### src/rtl/sd_read_arbiter.sv
// sd_read_arbiter
//   Round-robin scheduler sharing one SPI-mode SD command engine between
//   NUM_REQ block-read requesters. Waits for card init, builds the CMD17
//   argument for the detected card type, runs one engine transaction at a
//   time and routes the returned bytes plus completion status back to the
//   granted requester.
//
// Ports
//   clk, rst_n        system clock, synchronous active-low reset
//   req_valid/lba     per-requester read request and block address (32b each)
//   req_ready         one-hot acceptance pulse
//   card_ready, sdhc  init complete; 1 = block addressing, 0 = byte addressing
//   eng_start/cmd/arg command-engine launch (cmd 17, arg held until done)
//   eng_busy/done/err engine status; err valid with done
//   eng_data_valid/data  read byte stream from the engine
//   rsp_data_valid/data  registered byte stream to the granted requester
//   rsp_done/err      one-hot completion pulse and status
//   grant_id          current/last granted requester
module sd_read_arbiter #(
  parameter int NUM_REQ        = 2,
  parameter int TIMEOUT_CYCLES = 1000000
) (
  input  logic                       clk,
  input  logic                       rst_n,
  input  logic [NUM_REQ-1:0]         req_valid,
  input  logic [32*NUM_REQ-1:0]      req_lba,
  output logic [NUM_REQ-1:0]         req_ready,
  input  logic                       card_ready,
  input  logic                       sdhc,
  output logic                       eng_start,
  output logic [5:0]                 eng_cmd,
  output logic [31:0]                eng_arg,
  input  logic                       eng_busy,
  input  logic                       eng_done,
  input  logic                       eng_err,
  input  logic                       eng_data_valid,
  input  logic [7:0]                 eng_data,
  output logic [NUM_REQ-1:0]         rsp_data_valid,
  output logic [7:0]                 rsp_data,
  output logic [NUM_REQ-1:0]         rsp_done,
  output logic [NUM_REQ-1:0]         rsp_err,
  output logic [$clog2(NUM_REQ)-1:0] grant_id
);

  localparam int         IDW   = $clog2(NUM_REQ);
  localparam logic [5:0] CMD17 = 6'd17;

  typedef enum logic [2:0] {
    S_IDLE, S_ISSUE, S_WAIT, S_DRAIN, S_DONE
  } state_t;

  state_t          state;
  logic [IDW-1:0]  last_grant;
  logic [31:0]     lba_q;
  logic [9:0]      byte_cnt;
  logic [31:0]     wdog;
  logic            err_q;

  // Arbitration: prefer the lowest set index above last_grant, else wrap
  // to the lowest set index at or below it.
  logic            hi_found, lo_found, pick_found;
  logic [IDW-1:0]  hi_id, lo_id, pick_id;
  logic [31:0]     pick_lba;

  // NOTE: every always_comb output gets a default first so no path leaves
  // it unassigned and a latch can never be inferred.
  always_comb begin
    hi_found = 1'b0;
    lo_found = 1'b0;
    hi_id    = '0;
    lo_id    = '0;
    pick_lba = '0;
    // Descending scan: the last hit written is the smallest index.
    for (int i = NUM_REQ - 1; i >= 0; i--) begin
      if (req_valid[i]) begin
        if (IDW'(i) > last_grant) begin
          hi_found = 1'b1;
          hi_id    = IDW'(i);
        end else begin
          lo_found = 1'b1;
          lo_id    = IDW'(i);
        end
      end
    end
    pick_found = hi_found | lo_found;
    pick_id    = hi_found ? hi_id : lo_id;
    for (int i = 0; i < NUM_REQ; i++) begin
      if (IDW'(i) == pick_id) pick_lba = req_lba[32*i +: 32];
    end
  end

  // SDSC cards take a byte address; only 23 LBA bits fit after the shift.
  logic        out_of_range;
  logic [31:0] cmd_arg;
  assign out_of_range = !sdhc && (lba_q[31:23] != 9'd0);
  assign cmd_arg      = sdhc ? lba_q : {lba_q[22:0], 9'd0};

  // Byte count including this cycle's byte, saturating so long bursts
  // cannot wrap back to 512 and look like a clean block.
  logic [9:0] cnt_next;
  assign cnt_next = (eng_data_valid && byte_cnt != 10'h3FF) ? byte_cnt + 10'd1
                                                            : byte_cnt;

  // NOTE: all sequential state uses non-blocking assignments so every
  // register samples the pre-edge values regardless of statement order.
  always_ff @(posedge clk) begin
    if (!rst_n) begin
      state          <= S_IDLE;
      last_grant     <= IDW'(NUM_REQ - 1);
      lba_q          <= '0;
      byte_cnt       <= '0;
      wdog           <= '0;
      err_q          <= 1'b0;
      req_ready      <= '0;
      eng_start      <= 1'b0;
      eng_cmd        <= '0;
      eng_arg        <= '0;
      rsp_data_valid <= '0;
      rsp_data       <= '0;
      rsp_done       <= '0;
      rsp_err        <= '0;
      grant_id       <= '0;
    end else begin
      // Pulse outputs default low; states raise them for one cycle.
      req_ready      <= '0;
      eng_start      <= 1'b0;
      rsp_data_valid <= '0;
      rsp_done       <= '0;
      rsp_err        <= '0;

      case (state)
        S_IDLE: begin
          if (card_ready && !eng_busy && pick_found) begin
            grant_id   <= pick_id;
            last_grant <= pick_id;
            lba_q      <= pick_lba;
            state      <= S_ISSUE;
          end
        end

        S_ISSUE: begin
          req_ready[grant_id] <= 1'b1;
          if (out_of_range) begin
            err_q <= 1'b1;
            state <= S_DONE;
          end else begin
            eng_start <= 1'b1;
            eng_cmd   <= CMD17;
            eng_arg   <= cmd_arg;
            byte_cnt  <= '0;
            wdog      <= '0;
            err_q     <= 1'b0;
            state     <= S_WAIT;
          end
        end

        S_WAIT: begin
          if (eng_data_valid) begin
            rsp_data_valid[grant_id] <= 1'b1;
            rsp_data                 <= eng_data;
          end
          byte_cnt <= cnt_next;
          wdog     <= wdog + 32'd1;
          if (eng_done) begin
            err_q <= eng_err || (cnt_next != 10'd512);
            state <= S_DONE;
          end else if (wdog == 32'(TIMEOUT_CYCLES - 1)) begin
            err_q <= 1'b1;
            state <= S_DRAIN;
          end
        end

        // Engine is abandoned: swallow its bytes until it lets go.
        S_DRAIN: begin
          if (eng_done || !eng_busy) state <= S_DONE;
        end

        S_DONE: begin
          rsp_done[grant_id] <= 1'b1;
          rsp_err[grant_id]  <= err_q;
          state              <= S_IDLE;
        end

        default: state <= S_IDLE;
      endcase
    end
  end

endmodule

### config.mk
export PLATFORM = sky130hd
export DESIGN_NAME = sd_read_arbiter
export DESIGN_NICKNAME = d
export VERILOG_FILES = /design/src/rtl/sd_read_arbiter.sv
export SDC_FILE = /design/constraint.sdc
export NUM_CORES = 1
export LEC_CHECK = 0
export CAP_MARGIN = 40
export CORE_MARGIN = 4
export CORE_UTILIZATION = 40
export DETAILED_ROUTE_END_ITERATION = 8
export PLACE_DENSITY = 0.69
export SKIP_CTS_REPAIR_TIMING = 1
export SYNTH_ARGS = -nofsm -noshare
export SYNTH_HDL_FRONTEND = slang
export SYNTH_SLANG_ARGS = --single-unit
### constraint.sdc
create_clock -name clk -period 2.6 [get_ports clk]
set_input_delay 0.52 -clock clk [delete_from_list [all_inputs] [get_ports clk]]
set_output_delay 0.52 -clock clk [all_outputs]
set_load 0.02 [all_outputs]
Yosys cells after proc, flatten, opt, wreduce, memory -nomap -nowiden
Cells that the tools add are included.
{ "totals": {"regBits": 130, "inputBits": 82} }
{ "op_classes": {"addsub": 2, "magnitude_cmp": 4, "eq_ne": 11, "n_mux": 33, "bitwise_logic": 3, "reduce_logical": 21} }
{ "ops": {"columns": ["op", "count"], "rows": [
  ["$mux 32", 3],
  ["$pmux 32 s2", 1],
  ["$add 32x1->32 const B", 1],
  ["$eq 32x20->1 const B", 1],
  ["$mux 10", 2],
  ["$ne 10x10->1 const B", 2],
  ["$pmux 10 s2", 1],
  ["$mux 1", 18],
  ["$mux 3", 5],
  ["$reduce_and 2->1", 7],
  ["$pmux 3 s4", 1],
  ["$add 10x1->10 const B", 1],
  ["$reduce_bool 9->1", 1],
  ["$eq 3x2->1 const B", 2],
  ["$ne 2x2->1 const B", 3],
  ["$reduce_and 3->1", 2],
  ["$logic_and 1x1->1", 5],
  ["$eq 3x1->1 const B", 1],
  ["$eq 3x3->1 const B", 1],
  ["$logic_not 3->1", 1],
  ["$ne 3x3->1 const B", 1],
  ["$and 2x2->2", 1],
  ["$gt 1x1->1 const A", 2],
  ["$logic_not 1->1", 2],
  ["other kinds (8)", 9]
]} }

Longest topological paths before layout
Gate-level depths: netlist (run 1).
{ "depth": {"depth_word": 9, "depth_mapped": 8, "mapped_depth_nobuf": 6} }

Worst setup path before layout (run 1)
OpenSTA, ideal clock, no wires.
{ "synth_timing": {"path_kind": "register to register", "start": "register wdog[0]", "end": "register wdog[18]", "setup_ps": 70, "arrival_ps": 1923, "setup_slack_ps": 607, "stages_incl_launch_ff": 7, "synth_period_minus_slack_ps": 1993, "cell_sequence": "dfxtp_1 ha_1 nand2_1 or3_4 or4_1 or3_1 a21oi_1"} }
{ "synth_via": {"elab_chain_len": 2} }
{ "synth_lines": {"columns": ["item", "line", "rtl"], "rows": [
  ["start: declaration", "56", "logic [31:0] wdog;"],
  ["start signal: assignment", "163", "wdog <= wdog + 32'd1;"],
  ["$add 32x1->32", "163", null],
  ["$pmux 32 s2", "131", "case (state)"]
]} }
Every way passes these cells.
A chain may end at the register's enable or synchronous reset.

Worst setup path in the final report (run 1)
{ "layout_timing": {"start": "register state[0]", "end": "register wdog[13]"} }
{ "layout_via": {"elab_chain_len": 3, "word_cells_on_any_way": 6, "classes_between": "3 x eq/ne; 1 x mux; 2 x reduce/logical"} }
{ "layout_lines": {"columns": ["item", "line", "rtl"], "rows": [
  ["start: declaration", "52", "state_t state;"],
  ["start signal: assignment", "108", "state <= S_IDLE;"],
  ["start signal: assignment", "137", "state <= S_ISSUE;"],
  ["start signal: assignment", "145", "state <= S_DONE;"],
  ["$eq 3x1->1 / $eq 3x2->1 (equally long branches)", "131", null],
  ["$ne 2x2->1 (no line) / $reduce_bool 2->1 (equally long branches)", null, null],
  ["$reduce_and 2->1 (no line)", null, null]
]} }
Parallel ways exist; a longest one is shown, timed or not.

==> impl_metrics.tcl, run 1 <==
set metrics [dict create \
    synth.most_common_cell "dfxtp_1" \
    synth_top_area_cell "dfxtp_1" \
    syn_area_sq_um 6030 \
    grt_start_max_net_pins 68 \
    finalHoldViolCount 0 \
    finalCritPeriodShare_pct 89.05 \
    drive_above_1_share_pct 6.642 \
    synth_top_area_share_pct 43.16 \
    vias 5517 \
    cts_buffers 17 \
    cts.clk_slew.worst_paths_ns 0.05 \
    place_hpwl_microns 12040 \
    synth_edf_count 0 \
    slowest_delay_ns 0.67 \
    arrival_ns 2.60 \
    vdd_drop_max_uv 498.1 \
    top_usage_layer "met2" \
    rsz0062_at_grt "no" \
    cts_root_buf "clkbuf_16" \
    die-area_sq_um 17100 \
    outcome "complete, no violations" \
    portBuffers 133 \
    yosys-mux-area-fraction_pct 9.297 \
    nNetsFinal 887 \
    endpoint_kind "register" \
    ys_seq_area_share_pct 43.16 \
    use_met1_pct 25.51 \
    crit_chain "nor3b_2 -> nand4_1 -> a2111oi_0 -> xnor2_1 -> nor2_1" \
    hp-class "reg2reg" \
    maxCapViolations 0 \
    synth_common_cells "130 x dfxtp_1, 97 x nor2_1, 67 x a211oi_1, 56 x mux2i_1, 45 x nand2_1" \
    cts_tree "done" \
    die_y_microns 130.8 \
    clk_latency_ns 0.42 \
    synth-simple-area-share_pct 20.25 \
    synth.area.top_cells "dfxtp_1 43%, mux2i_1 9.3%, a211oi_1 8.3%" \
    boundaryPins 138 \
    cts_max_level 4 \
    drc_errors 0 \
    grt_pass1_vias 5445 \
    fin_tns_setup_ns 0 \
    wl_per_cell_microns 16.54 \
    synthCells 690 \
    coreArea_sq_um 14640 \
    fill_cells 1328 \
    worst_path_max_delay_cell "a2111oi_0" \
    clock_path_buffers 2 \
    viasPerCell 5.528 \
    grt_pass1_wl_microns 26830 \
    final.min_clock_period_ns 2.315 \
    track_usage_pct 19.61 \
    first_pass_iters 4 \
    synth_xor_area_share_pct 2.905 \
    clock_sinks 130 \
    die_w_microns 130.8 \
    crit_type "reg2reg" \
    slew_headroom_pct 53.90 \
    path_max_fanout 11 \
    ant_nets 0 \
    setup_ws_ns 0.2846 \
    grtUsageMet2_pct 31.97 \
    worstSetupStartpointType "register" \
    synth.yosys.warnings 0 \
    ys_ff_latch 130 \
    yosys.area_share.adder_pct 0.4150 \
    syn_area_per_cell_sq_um 8.738 \
    synthArstFlopShare_pct 0 \
    use_met3_pct 4.472 \
    synth-compound-area-share_pct 19.28 \
    areaGrowthSynthToFinish_pct 33.72 \
    routed_wirelength_microns 16500 \
    p_leak_nw 2.726 \
    routabilityCongestion 0.8640 \
    ys_types 58 \
    powerDensity_nw_per_um2 608.5 \
    timing.fmax_ghz 0.4319 \
    row_count 44 \
    dr.first_iter.drc_count 418 \
    crit_required_ns 2.89 \
    worst_slew_pin_slew_ns 0.6890 \
    grt-ovfl-total 0 \
    ys.flop_type "dfxtp_1" \
    synth_top_family_by_area "simple AND/OR/NAND/NOR gates" \
    antenna_found_initial 1 \
    start_util_pct 41.17 \
    preCtsSetupSlack_ns 0.2725 \
    setup_violations 0 \
    finClkSkew_ns 0.007451 \
    slew_violations 0 \
]
-- critical path, delay by kind of cell (launching register included) --
family / cells / cell delay [ns]
simple gates: 3 / 0.82
compound gates: 1 / 0.67
flops: 1 / 0.51
xor+xnor: 1 / 0.18
-- where the power goes --
group	internal [mW]	switching [mW]	leakage [nW]
Clock	1.30	0.809	0.254
Sequential	2.08	0.0662	1.05
Combinational	0.323	0.337	1.42
Total	3.69	1.21	2.73
-- per-layer routing --
metal	up-vias	wire (microns)
met5	-	0
li1	2738	-
met4	0	324
met1	2584	7337
met3	20	816
met2	175	8024
-- layout make-up --
type | count | area, sq um | share of cell area [%]
clock inverter | 5 | 30.03 | 0.3724
multi-input combinational | 498 | 3186 | 39.51
timing repair buffer | 147 | 1486 | 18.44
antenna | 1 | 2.502 | 0.03104
clock buffer | 24 | 491.7 | 6.099
tap | 184 | 230.2 | 2.855
sequential | 130 | 2603 | 32.28
inverter | 9 | 33.78 | 0.4190
-- kinds of logic after synthesis --
| group | count (synthesis) |
|---|---|
| fa+ha+maj | 2 |
| mux | 56 |
| compound gates | 169 |
| simple gates | 247 |
| other cells | 1 |
| flops | 130 |
| xor+xnor | 20 |
| buf+inv | 65 |
-- cells in the final DEF, fill, tap and decap left out, types with 8 or more instances in the layout --
| cell type | Yosys | final |
|---|---|---|
| a22o_1 | 9 | 9 |
| or3_1 | 9 | 9 |
| nand2_1 | 45 | 45 |
| clkdlybuf4s50_1 | 0 | 133 |
| and3_1 | 11 | 11 |
| nand4_1 | 9 | 9 |
| nor3_1 | 12 | 12 |
| xnor2_1 | 15 | 15 |
| inv_1 | 8 | 8 |
| nor2_1 | 97 | 96 |
| nand3_1 | 19 | 19 |
| mux2i_1 | 56 | 56 |
| a21oi_1 | 34 | 34 |
| a211oi_1 | 67 | 67 |
| buf_4 | 5 | 10 |
| dfxtp_1 | 130 | 130 |
| o21ai_0 | 20 | 20 |
| clkbuf_16 | 0 | 17 |
-- flip-flops by register name (all words and copies together), names as in the netlist --
signal and cells:
rsp_err 2, eng_start 1, err_q 1, rsp_done 2
grant_id 1, byte_cnt 10, wdog 32, rsp_data_valid 2
last_grant 1, rsp_data 8, eng_arg 32, state 3
req_ready 2, lba_q 32, eng_cmd 1
-- through the flow --
| stage | cell area (sq um) | utilization, % | hold slack [ns] | power, mW | instances |
|---|---|---|---|---|---|
| 2_1_floorplan | 6041 | - | 0.4437 | 2.527 | 693 |
| 4_1_cts | 8060 | 55.04 | 0.4651 | 4.943 | 997 |
| 3_5_place_dp | 7538 | 51.48 | 0.4575 | 2.848 | 968 |
| 6_report | 8063 | 55.06 | 0.4636 | 4.906 | 998 |
| 3_3_place_gp | 7538 | 51.48 | 0.4435 | 2.835 | 968 |
| 5_1_grt | 8063 | 55.06 | 0.4840 | 5.109 | 998 |
-- worst paths after layout --
check,depth (start not counted),slack (ns),from,endpoint
worst max-delay path,5,0.28,state[0],wdog[13]
worst min-delay path,2,0.46,rsp_data[7],rsp_data[7]
worst max register to register,5,0.28,state[0],wdog[13]
worst min register to register,2,0.46,rsp_data[7],rsp_data[7]
(Power assumes the default switching activity.)
==> run 2, diff against run 1 <==
--- a/config.mk
+++ b/config.mk
@@ -9,8 +9,9 @@
 export CORE_MARGIN = 4
 export CORE_UTILIZATION = 40
 export DETAILED_ROUTE_END_ITERATION = 8
-export PLACE_DENSITY = 0.69
+export PLACE_DENSITY = 0.65
 export SKIP_CTS_REPAIR_TIMING = 1
+export SKIP_LAST_GASP = 1
 export SYNTH_ARGS = -nofsm -noshare
 export SYNTH_HDL_FRONTEND = slang
 export SYNTH_SLANG_ARGS = --single-unit
==> run 2 against run 1 <==
Net effect:
- count of clock-buffer cells in the layout fell by 7
- die area unchanged
- sequential power about the same
- non-clock buffer count increased by 2
- register-to-register slack better by 0.11 ns
- worst setup slack gained 0.11 ns
- clock skew rose by 0.0015 ns
- sequential share of layout area down 0.43 points
- first-iteration DRC count down 5.3%
- core utilization up 0.75 points
- wire length fell by 0.77%
- combinational power is 1% higher
- critical endpoint is now wdog[29]
- largest power group is now the clock network
==> impl_metrics.tcl, run 2 (synthesis gave the netlist of run 1 again) <==
set metrics [dict create \
    boundaryPins 138 \
    dp.cells 970 \
    antenna_found_initial 0 \
    clock_sinks 130 \
    ant_nets 0 \
    routabilityCongestion 0.8861 \
    nNetsFinal 889 \
    mostFrequentLayoutCell "clkdlybuf4s50_1" \
    fin_util_pct 55.81 \
    mostFrequentLayoutCells "133 x clkdlybuf4s50_1, 130 x dfxtp_1, 96 x nor2_1, 67 x a211oi_1, 56 x mux2i_1" \
    hold_end "rsp_data[5]" \
    cts_tree "done" \
    fin_cells 1002 \
    reg2reg_from "state[0]" \
    antenna_cells 0 \
    slew_headroom_pct 54.74 \
    regToRegEndpoint "wdog[29]" \
    power_frac_seq_pct 40.7 \
    routed_wirelength_microns 16380 \
    rrSetupSlack_ns 0.39 \
    track_usage_pct 19.33 \
    finClkSkew_ns 0.008963 \
    p_leak_nw 2.788 \
    first_pass_iters 5 \
    hp-class "reg2reg" \
    drc_errors 0 \
    row_count 44 \
    maxCapViolations 0 \
    rsz0062_at_grt "no" \
    endpoint_kind "register" \
    place_hpwl_microns 12160 \
    arrival_ns 2.56 \
    cts_buffers 17 \
    die-area_sq_um 17100 \
    fin_tns_setup_ns 0 \
    top_regs "eng_arg (32), lba_q (32), wdog (32)" \
    start_util_pct 41.17 \
    p_sw_mw 1.400 \
    grt_start_max_net_pins 68 \
    cts_max_level 4 \
    drive_above_1_share_pct 7.579 \
    powerDensity_nw_per_um2 643.7 \
    die_y_microns 130.8 \
    whs_ns 0.4550 \
    finalCritPeriodShare_pct 84.99 \
    cts_root_buf "clkbuf_16" \
    worstRegToRegCells 5 \
    viasPerCell 5.513 \
    grt-ovfl-total 0 \
    coreArea_sq_um 14640 \
    hold_start "rsp_data[5]" \
    setup_ws_ns 0.3901 \
    slew_violations 0 \
    vias 5524 \
    preCtsSetupSlack_ns 0.08832 \
    whs_path_depth 2 \
    final.min_clock_period_ns 2.210 \
    comb_power_share_pct 12.7 \
    crit_required_ns 2.95 \
    areaGrowthSynthToFinish_pct 35.55 \
    placed_area_sq_um 7566 \
    setup_violations 0 \
    worstSetupStartpointType "register" \
    power.total_mw 5.261 \
    worst_slew_pin_slew_ns 0.6783 \
    switching_share_pct 26.62 \
    dr.first_iter.drc_count 396 \
    timing.fmax_ghz 0.4525 \
    finalHoldViolCount 0 \
    intPower_mw 3.860 \
    grt_pass1_vias 5307 \
    wl_per_cell_microns 16.34 \
    vdd_drop_max_uv 479.6 \
    p_clk_share_pct 46.7 \
    die_w_microns 130.8 \
    cts.clk_slew.worst_paths_ns 0.06 \
    path_max_fanout 11 \
    clk_latency_ns 0.42 \
    final_area_sq_um 8173 \
    outcome "complete, no violations" \
    crit_type "reg2reg" \
    clock_path_buffers 2 \
    grt_pass1_wl_microns 26320 \
    portBuffers 133 \
]
-- run 2: critical path, stage by stage, from the launching register on --
cell and delay (ns):
dfxtp_1 0.51, nor3b_2 0.39, and4_1 0.29, o2111ai_1 0.33
or3_1 0.48, a21oi_1 0.14
-- run 2: final cells by class --
cell class,count,area [sq um]
Inverter,9,33.78
Multi-Input combinational cell,498,3186
Clock inverter,15,181.4
Clock buffer,17,425.4
Tap cell,184,230.2
Sequential cell,130,2603
Timing Repair Buffer,149,1514
Fill cell,1309,6471
-- run 2: power by group through the flow --
stage / Clock, mW / Sequential (mW) / Combinational (mW)
2_1_floorplan: 0 / 2.20 / 0.323
3_3_place_gp: 0 / 2.18 / 0.660
3_5_place_dp: 0 / 2.18 / 0.670
4_1_cts: 2.49 / 2.14 / 0.672
5_1_grt: 2.57 / 2.15 / 0.725
6_report: 2.45 / 2.14 / 0.667
-- run 2: how the worst max path moves through the flow --
| stage | slack [ns] | start | cells past startpoint | to |
|---|---|---|---|---|
| 2_1_floorplan | 0.61 | wdog[0] | 6 | wdog[18] |
| 3_3_place_gp | 0.16 | sdhc | 5 | eng_arg[5] |
| 3_5_place_dp | 0.09 | sdhc | 5 | eng_arg[8] |
| 4_1_cts | 0.37 | state[0] | 5 | wdog[29] |
| 5_1_grt | 0.12 | state[0] | 5 | wdog[31] |
| 6_report | 0.39 | state[0] | 5 | wdog[29] |
-- run 2: metal layers --
| layer | wire length (microns) | part of all wire (%) | GRT usage [%] |
|---|---|---|---|
| met5 | 0 | 0 | 0 |
| met4 | 216 | 1.3 | 5.747 |
| met3 | 981 | 6.0 | 5.203 |
| met2 | 7912 | 48 | 32.12 |
| met1 | 7266 | 44 | 24.66 |
==> run 3, diff against run 2 <==
==> constraint.sdc (replaced) <==
create_clock -name clk -period 2.2 [get_ports clk]
set_input_delay 0.44 -clock clk [delete_from_list [all_inputs] [get_ports clk]]
set_output_delay 0.44 -clock clk [all_outputs]
set_load 0.02 [all_outputs]
==> run 3 against run 2 <==
Net effect:
- cell count increased by 2.4%
- sequential cell count unchanged
- clock skew about the same
- core utilization increased by 1.4 points
- hold slack improved by 0.0026 ns
- critical endpoint is now wdog[18]
- largest cell class unchanged
==> impl_metrics.tcl, run 3 (synthesis gave the netlist of run 1 again) <==
set metrics [dict create \
    track_usage_pct 20.20 \
    clock_path_buffers 2 \
    slowest_delay_ns 0.56 \
    vias 5554 \
    ff_latch_area_sq_um 2604 \
    cts.clk_slew.worst_paths_ns 0.06 \
    power_frac_seq_pct 40.7 \
    start_util_pct 41.17 \
    grt_pass1_wl_microns 27400 \
    drive_above_1_share_pct 10.45 \
    grt-ovfl-total 0 \
    crit_end "wdog[18]" \
    multi_input_comb_area_sq_um 3194 \
    worst_path_max_delay_cell "or4_1" \
    rsz0062_at_grt "no" \
    cts_root_buf "clkbuf_16" \
    setup_violations 0 \
    switching_share_pct 25.77 \
    boundaryPins 138 \
    worstSetupStartpointType "register" \
    dr.first_iter.drc_count 301 \
    power.total_mw 6.214 \
    slew_violations 0 \
    finalHoldViolCount 0 \
    arrival_ns 2.41 \
    finalCritPeriodShare_pct 93.78 \
    powerDensity_nw_per_um2 742.2 \
    p_clk_share_pct 46.1 \
    portBuffers 133 \
    place_hpwl_microns 12720 \
    mostFrequentLayoutCells "133 x clkdlybuf4s50_1, 129 x dfxtp_1, 96 x nor2_1, 67 x a211oi_1, 56 x mux2i_1" \
    critPathBufInv 0 \
    hp-class "reg2reg" \
    clock_sinks 130 \
    whs_ns 0.4576 \
    antenna_cells 0 \
    grt_pass1_vias 5553 \
    crit_required_ns 2.55 \
    antenna_found_initial 0 \
    p_leak_nw 2.898 \
    regToRegEndpoint "wdog[18]" \
    setup.worst_path.start "wdog[1]" \
    worst_slew_pin_slew_ns 0.6310 \
    vdd_drop_max_uv 579.7 \
    clk_latency_ns 0.42 \
    worstRegToRegCells 6 \
    fin_cells 1026 \
    placed_area_sq_um 7759 \
    p_sw_mw 1.601 \
    maxCapViolations 0 \
    areaGrowthSynthToFinish_pct 38.85 \
    path_delay_family "simple AND/OR/NAND/NOR gates" \
    final_area_sq_um 8372 \
    final.min_clock_period_ns 2.063 \
    fill_cells 1336 \
    wl_per_cell_microns 16.38 \
    finClkSkew_ns 0.008703 \
    row_count 44 \
    outcome "complete, no violations" \
    path_max_fanout 3 \
    intPower_mw 4.612 \
    drc_errors 0 \
    setup_ws_ns 0.1369 \
    viasPerCell 5.413 \
    fin_tns_setup_ns 0 \
    first_pass_iters 4 \
    preCtsSetupSlack_ns 0.03130 \
    top_regs "eng_arg (32), lba_q (32), wdog (32)" \
    cts_max_level 4 \
    die_w_microns 130.8 \
    grt_start_max_net_pins 47 \
    mostFrequentLayoutCell "clkdlybuf4s50_1" \
    cts_tree "done" \
    die_y_microns 130.8 \
    crit_type "reg2reg" \
    routabilityCongestion 0.8873 \
    cp.depth 6 \
    die-area_sq_um 17100 \
    comb_power_share_pct 13.2 \
    slew_headroom_pct 57.78 \
    dp.cells 994 \
    routed_wirelength_microns 16810 \
    timing.fmax_ghz 0.4847 \
    endpoint_kind "register" \
    rrSetupSlack_ns 0.14 \
    coreArea_sq_um 14640 \
    fin_util_pct 57.17 \
    nNetsFinal 913 \
    reg2reg_from "wdog[1]" \
    crit_chain "ha_1 -> nand2_1 -> or3_4 -> or4_1 -> or3_1 -> a21oi_1" \
    cts_buffers 17 \
    ant_nets 0 \
]
## run 3: cell types whose count changed in the layout (fill, tap and decap cells not counted), moves of 2 or more
cell and change:
buf_4 +23, a2111oi_0 -3, clkinv_4 +3, inv_8 -5, a2111oi_1 +3, clkbuf_8 +2
## run 3: worst reg2reg max path, delay by kind of cell, from the launching register on
| kind | cells | cell delay, ns |
|---|---|---|
| flops | 1 | 0.35 |
| compound gates | 1 | 0.14 |
| fa+ha+maj | 1 | 0.17 |
| simple gates | 4 | 1.34 |
## run 3: worst min-delay path by stage
stage,depth (start not counted),endpoint,slack [ns],start
floorplan,2,last_grant,0.44,last_grant
global placement,2,rsp_data[4],0.44,rsp_data[4]
detailed placement,2,rsp_data[2],0.45,rsp_data[2]
CTS,2,rsp_data[2],0.46,rsp_data[2]
global route,2,rsp_data[2],0.48,rsp_data[2]
finish,2,rsp_data[5],0.46,rsp_data[5]
## run 3: routing by layer
metal / vias up / track usage [%] / share of wire, %
met5: - / 0 / 0
met3: 18 / 5.325 / 5.1
met4: 0 / 6.050 / 1.6
met2: 155 / 34.10 / 48
li1: 2796 / - / -
met1: 2585 / 25.39 / 45
## run 3: cell type report
type	count	area share (%)
tap	184	2.750
timing repair buffer	173	20.39
clock inverter	13	1.793
sequential	130	31.10
multi-input combinational	498	38.16
inverter	9	0.4035
clock buffer	19	5.410
## run 3: power by group through the flow
stage	logic (mW)	clock network (mW)	registers, mW
global route	0.896	3.00	2.54
finish	0.821	2.86	2.53
CTS	0.826	2.89	2.53
detailed placement	0.824	0	2.58
global placement	0.812	0	2.58
floorplan	0.382	0	2.60
